==> src/rtl/bcd_pkg.sv <==
// Shared types and constants for the sequential binary-to-BCD converter.
// Holds the FSM state encoding, the double-dabble adjust constants and a digit-count helper.
package bcd_pkg;

  typedef enum logic [1:0] {
    IDLE  = 2'd0,
    SHIFT = 2'd1,
    DONE  = 2'd2
  } state_t;

  localparam logic [3:0] ADJ_THRESH = 4'd5;
  localparam logic [3:0] ADJ_ADD    = 4'd3;

  // Decimal digits of 2^w-1 = floor(w*log10(2))+1; 2^w is never a power of ten.
  function automatic int bcd_digits(input int w);
    return (w * 30103) / 100000 + 1;
  endfunction

endpackage

==> src/rtl/bin_to_bcd_seq_adjust.sv <==
// Double-dabble digit correction: adds 3 to a BCD nibble of 5 or more before the next shift.
// Purely combinational; the sum stays within 4 bits because the input never exceeds 9.
module bcd_adjust
  import bcd_pkg::*;
(
  input  logic [3:0] i_dig,
  output logic [3:0] o_dig
);

  assign o_dig = (i_dig >= ADJ_THRESH) ? (i_dig + ADJ_ADD) : i_dig;

endmodule

==> src/rtl/bin_to_bcd_seq.sv <==
// Sequential double-dabble converter: W-bit unsigned binary in, DIGITS packed BCD nibbles out.
// One bit per cycle, W cycles per conversion; valid/ready on both sides, result held until taken.
module bin_to_bcd_seq
  import bcd_pkg::*;
#(
  parameter int W      = 8,
  parameter int DIGITS = 3
) (
  input  logic                clk,
  input  logic                rst_n,
  input  logic                in_valid,
  output logic                in_ready,
  input  logic [W-1:0]        bin,
  output logic                out_valid,
  input  logic                out_ready,
  output logic [4*DIGITS-1:0] bcd
);

  localparam int CW = $clog2(W + 1);
  localparam int BW = 4 * DIGITS;
  localparam int RW = BW + W;

  generate
    if (W < 1 || DIGITS < bcd_digits(W)) begin : g_param_check
      $error("bin_to_bcd_seq: DIGITS=%0d too small for W=%0d", DIGITS, W);
    end
  endgenerate

  state_t          r_state;
  state_t          w_next;
  logic [CW-1:0]   r_cnt;
  logic [RW-1:0]   r_work;
  logic [RW-1:0]   w_adj;
  logic [RW-1:0]   w_shift;
  logic [BW-1:0]   r_bcd;
  logic            w_accept;
  logic            w_last;

  // Binary bits below the BCD field pass through untouched; each digit is corrected in parallel.
  assign w_adj[W-1:0] = r_work[W-1:0];

  generate
    for (genvar g = 0; g < DIGITS; g++) begin : g_adj
      bcd_adjust u_adj (
        .i_dig (r_work[W+4*g +: 4]),
        .o_dig (w_adj[W+4*g +: 4])
      );
    end
  endgenerate

  assign w_shift  = w_adj << 1;
  assign w_last   = (r_cnt == CW'(1));
  assign w_accept = (r_state == IDLE) && in_valid;

  always_ff @(posedge clk) begin
    if (!rst_n) begin
      r_state <= IDLE;
    end else begin
      r_state <= w_next;
    end
  end

  always_comb begin
    w_next    = r_state;
    in_ready  = 1'b0;
    out_valid = 1'b0;
    case (r_state)
      IDLE: begin
        in_ready = 1'b1;
        if (in_valid) w_next = SHIFT;
      end
      SHIFT: begin
        if (w_last) w_next = DONE;
      end
      DONE: begin
        out_valid = 1'b1;
        if (out_ready) w_next = IDLE;
      end
      default: w_next = IDLE;
    endcase
  end

  // Output register only moves on the last shift so intermediate states never reach bcd.
  always_ff @(posedge clk) begin
    if (!rst_n) begin
      r_cnt  <= '0;
      r_work <= '0;
      r_bcd  <= '0;
    end else if (w_accept) begin
      r_work <= {{BW{1'b0}}, bin};
      r_cnt  <= CW'(W);
    end else if (r_state == SHIFT) begin
      r_work <= w_shift;
      r_cnt  <= r_cnt - 1'b1;
      if (w_last) r_bcd <= w_shift[RW-1 -: BW];
    end
  end

  assign bcd = r_bcd;

endmodule

==> config.mk <==
export PLATFORM = sky130hd
export DESIGN_NAME = bin_to_bcd_seq
export DESIGN_NICKNAME = d
export VERILOG_FILES = /design/src/rtl/bcd_pkg.sv /design/src/rtl/bin_to_bcd_seq_adjust.sv /design/src/rtl/bin_to_bcd_seq.sv
export SDC_FILE = /design/constraint.sdc
export NUM_CORES = 1
export LEC_CHECK = 0
export CAP_MARGIN = 30
export CORE_MARGIN = 4
export CORE_UTILIZATION = 25
export CTS_CLUSTER_DIAMETER = 30
export DETAILED_ROUTE_END_ITERATION = 10
export HOLD_SLACK_MARGIN = 0.08
export SYNTH_ARGS = -nofsm -noshare
export SYNTH_HDL_FRONTEND = slang
export SYNTH_SLANG_ARGS = --single-unit
==> constraint.sdc <==
create_clock -name clk -period 2.3 [get_ports clk]
set_clock_uncertainty 0.05 [all_clocks]
set_input_delay 0.46 -clock clk [delete_from_list [all_inputs] [get_ports clk]]
set_output_delay 0.46 -clock clk [all_outputs]
set_load 0.05 [all_outputs]
Word level (Yosys, flattened, before mapping). Cells that the tools add are included.

Flip-flop bits (word level): 38. Logic and storage cells: 40.

$add $sub $neg: 4. Magnitude comparators: 3. Equal/unequal tests: 6. Mux-type cells: 13. Bitwise gates (word level): 2. Reductions and logical operators: 6.

Operators with widths (count): two-way mux 4 bit (4); two-way mux 8 bit (2); greater-or-equal comparator 4 x 3 -> 1 bit (second input constant) (3); adder 4 x 2 -> 4 bit (second input constant) (2); two-way mux 2 bit (3); != test 2 bit (second input constant) (3); case mux 2 bit (3 select lines) (1); AND reduction 3 bit (2); equality test 4 x 1 -> 1 bit (second input constant) (1); subtractor 4 x 1 -> 4 bit (second input constant) (1); adder 3 x 2 -> 3 bit (second input constant) (1); two-way mux 3 bit (1); equality test 2 x 1 -> 1 bit (second input constant) (1); equality test 2 bit (second input constant) (1); zero test 2 bit (1); two-way mux 1 bit (2); NOT 1 bit (2); nonzero test 2 bit (1); OR reduction 2 bit (1); logical AND 1 bit (1).

Longest topological paths before layout.
Depth after elaboration: 4. Depth in mapped cells: 6. Mapped depth without buffers: 6.

Modules after synthesis. A second synthesis with hierarchy kept.

Cells, all modules: 233. Area total of the unflattened synthesis: 1893.1 um2.

Modules (own cells, without submodules): bin_to_bcd_seq (instances 1, cells each 185, area an instance 1589.0 um2); bcd_adjust (instances 3, cells each 16, area an instance 101.3 um2).

Worst setup path after synthesis. Ideal clock, no wire load.

Path kind: reg2out. Start: register r_state[1]. End: output port out_valid. Arrival: 1.129 ns. Required time: 1.790 ns. Slack: 0.661 ns. Stages on the path, launching flop included: 2. Buffers on the path: 0. Path through: dfxtp_1 -> nor2b_1.

Word-level cells in the longest chain between the ends: 2.

Ends and longest elaborated chain: from (decl) (RTL line bin_to_bcd_seq.sv:29) `state_t r_state;`; from (signal assigned) (RTL line bin_to_bcd_seq.sv:59) `r_state <= w_next;`; equality test 2 bit (RTL line bin_to_bcd_seq.sv:67) `case (r_state)`; two-way mux 1 bit (RTL line bin_to_bcd_seq.sv:67); to (decl) (RTL line bin_to_bcd_seq.sv:14) `output logic out_valid,`.

No other way between the ends.

Worst setup path after layout.
Start: register r_state[0]. End: output port in_ready.

Word-level cells in the longest chain between the ends: 2.

Ends and longest elaborated chain: zero test 2 bit (RTL line bin_to_bcd_seq.sv:67); two-way mux 1 bit (RTL line bin_to_bcd_seq.sv:67); to (decl) (RTL line bin_to_bcd_seq.sv:12) `output logic in_ready,`.

No other way between the ends.

==> impl_metrics.env <==
export IMPL_required_ns=1.79
export IMPL_synth_area_leader_cell="dfxtp_1"
export IMPL_cp_buffers_inverters=1
export IMPL_worstPathCellList="nor2_1 > clkdlybuf4s50_1"
export IMPL_wire_per_inst_um=12.0
export IMPL_pre_cts_ws_ns=0.266
export IMPL_setup_violations=0
export IMPL_period_minus_slack_ns=2.10
export IMPL_die_y_um=90.7
export IMPL_fin_nets=245
export IMPL_fmax_ghz=0.477
export IMPL_cts_buffers=5
export IMPL_initial_core_util_pct=26.3
export IMPL_drtAntennaViolNets=0
export IMPL_dieArea_sq_um=8220
export IMPL_yosys_top_cells_area="dfxtp_1 45%, nand2_1 6.8%, ha_1 5.9%"
export IMPL_worst_pin_slew_ns=0.514
export IMPL_relSlewSlack_pct=65.6
export IMPL_hold_violations=0
export IMPL_cp_start_kind="flip-flop"
export IMPL_worstReg2RegStart="r_state[1]$_SDFFE_PN0P_"
export IMPL_core_area_sq_um=6490
export IMPL_yosysTopAreaCellShare_pct=44.5
export IMPL_grt_max_degree=21
export IMPL_reg2regPathDepth=5
export IMPL_dp_cells=295
export IMPL_grt_use_total_pct=8.92
export IMPL_cts_buffer_depth=2
export IMPL_layout_setup_ws_ns=0.203
export IMPL_dieWidth_um=90.7
export IMPL_drt_initial_drc_count=53
export IMPL_num_antenna_cells=0
export IMPL_cts_sinks=38
export IMPL_total_leakage_power_uw=0.000795
export IMPL_critPathMaxStageDelay_ns=0.80
export IMPL_htree_levels=2
export IMPL_synth_cell_types=31
export IMPL_n_fill_cell=674
export IMPL_ios=26
export IMPL_post_cts_buffers=0
export IMPL_holdCritPathClass="flip-flop to flip-flop"
export IMPL_crit_fanout=7
export IMPL_drt_vias_per_instance=4.66
export IMPL_layout_drive_gt1_share_pct=8.41
export IMPL_startpoint="r_state[0]$_SDFFE_PN0P_"
export IMPL_ys_warn_count=0
export IMPL_gp_congestion=0.760
export IMPL_final_setup_tns_ns=0
export IMPL_ys_seq_elements=38
export IMPL_final_cells=303
export IMPL_area_growth_pct=27.2
export IMPL_fin_crit_sh_pct=91.2
export IMPL_path_clk_slew_ns=0.07
export IMPL_syn_cell_area_sq_um=1710
export IMPL_max_vdd_ir_drop_v=0.000393
export IMPL_power_density_nw_per_um2=619
export IMPL_dr_pass1_iters=4
export IMPL_grt_ovfl_total=0
export IMPL_path_class="flip-flop to output port"
export IMPL_ys_seq_area_share_pct=44.5
export IMPL_totalWireLength_um=3650
export IMPL_cts_repair_resized=0
export IMPL_hold_buffers=0
export IMPL_port_buffers=25
export IMPL_stdcell_area_sq_um=2170
export IMPL_syn_nets=215
export IMPL_drv_cap=0
export IMPL_grt_antenna_before_repair=0
export IMPL_drc=0
export IMPL_status="complete, no violations"
export IMPL_row_count=29
export IMPL_avgSynthCellArea_sq_um=8.76
export IMPL_postPlaceCellArea_sq_um=2080
export IMPL_cts_tree="built"
export IMPL_crit_end="in_ready"
export IMPL_cp_slowest_cell="clkdlybuf4s50_1"
export IMPL_rrSetupSlack_ns=0.46
export IMPL_route_vias_total=1411
export IMPL_slew_violations=0
export IMPL_grt_pass1_vias=1284
export IMPL_crit_family="buffers and inverters"
export IMPL_grt_first_pass_wirelength_um=6030
export IMPL_dpl_hpwl_um=2660
export IMPL_synth_cells=195
export IMPL_arrival_ns=1.59
export IMPL_path_depth=2
export IMPL_endpoint_kind="output port"
export IMPL_root_buffer="clkbuf_8"
export IMPL_clk_latency_ns=0.29
export IMPL_r2r_end="bcd[5]$_SDFFE_PN0P_"
export IMPL_whs_ns=0.415
export IMPL_rsz0062_at_grt="false"
-- tightest hold or removal path: cells and delay by family (launching register included) --
kind / cells / cell delay [ns]
flops: 1 / 0.31
compound gates: 1 / 0.06
simple gates: 1 / 0.05
-- through the flow --
| stage | utilization [%] | total power (uW) |
|---|---|---|
| floorplan | - | 824 |
| global placement | 32.0 | 884 |
| CTS | 33.4 | 1370 |
| finish | 33.4 | 1340 |
| global route | 33.4 | 1410 |
| detailed placement | 32.0 | 888 |
-- synthesized netlist by cell type (all sizes together) --
master / count
o22ai: 12
nor4b: 2
ha: 8
nand2b: 5
a211oi: 4
nor4bb: 1
dfxtp: 38
and2: 1
nand3: 4
nor2b: 3
clkbuf: 5
o211a: 3
o21ai: 8
nor3: 1
buf: 4
mux2i: 1
xor2: 1
nor2: 11
nor4: 1
nand2: 31
xnor2: 3
a21oi: 15
a21boi: 7
a22oi: 7
mux2: 3
nor3b: 5
inv: 10
or3: 1
-- how the worst min path moves through the flow --
stage,start,end,slack [ns],cells after the start
final,r_work[1]$_SDFFE_PN0P_,r_work[1]$_SDFFE_PN0P_,0.42,2
after global routing,r_work[4]$_SDFFE_PN0P_,r_work[4]$_SDFFE_PN0P_,0.45,2
after CTS,r_work[1]$_SDFFE_PN0P_,r_work[1]$_SDFFE_PN0P_,0.42,2
after detailed placement,r_work[1]$_SDFFE_PN0P_,r_work[1]$_SDFFE_PN0P_,0.41,2
after global placement,r_work[6]$_SDFFE_PN0P_,r_work[6]$_SDFFE_PN0P_,0.40,2
after floorplan,r_work[1]$_SDFFE_PN0P_,r_work[1]$_SDFFE_PN0P_,0.39,2
-- registers in the layout, summed over array words and instances, names as in the netlist --
register  cells
r_work       20
bcd          12
r_cnt         4
r_state       2
-- power by group --
group	total, uW	internal [uW]	switching, uW
Combinational	168	74.5	93.6
Sequential	702	682	20.7
Clock	474	242	233
Total	1340	998	347
-- logic make-up after synthesis --
group / Yosys count / synth area share, %
AO/OA/AOI/OAI: 56 / 20.8
XOR/XNOR: 4 / 2.05
multiplexers: 4 / 2.56
flip-flops: 38 / 44.5
buffers and inverters: 19 / 4.62
adder cells (fa/ha/maj): 8 / 5.86
AND/OR/NAND/NOR: 66 / 19.6
-- final cells by class --
class,instances,area [sq um],area share (%)
multi-input combinational,138,868,40.0
sequential,38,761,35.0
timing repair buffer,32,318,14.6
tap,77,96.3,4.44
clock buffer,7,86.3,3.97
inverter,10,37.5,1.73
clock inverter,1,5.00,0.230
-- layer usage --
metal	global-route usage (%)	part of all wire (%)
met1	11.0	49
met2	14.5	47
met3	2.75	3.2
met4	3.44	1.2
met5	0	0
-- layout by cell type, fill, tap and decap left out --
cell,instances
nor3_1,1
buf_12,1
buf_4,6
xor2_1,1
nor3b_1,5
dlymetal6s2s_1,1
nand2_1,31
o21ai_0,8
a21oi_1,15
a22oi_1,7
or3_1,1
nand2b_1,4
nand3_1,4
nor4b_4,1
nor4_1,1
nor4bb_1,1
a21boi_0,7
ha_1,8
xnor2_1,3
nand2b_2,1
clkbuf_1,1
mux2i_1,1
a211oi_1,4
inv_1,10
clkdlybuf4s50_1,24
nor4b_1,1
nor2b_1,3
nor2_1,11
mux2_2,3
clkinv_2,1
dfxtp_1,38
clkbuf_8,6
o211a_1,3
and2_1,1
o22ai_1,12
No activity file was read; power rests on OpenSTA's default activity.
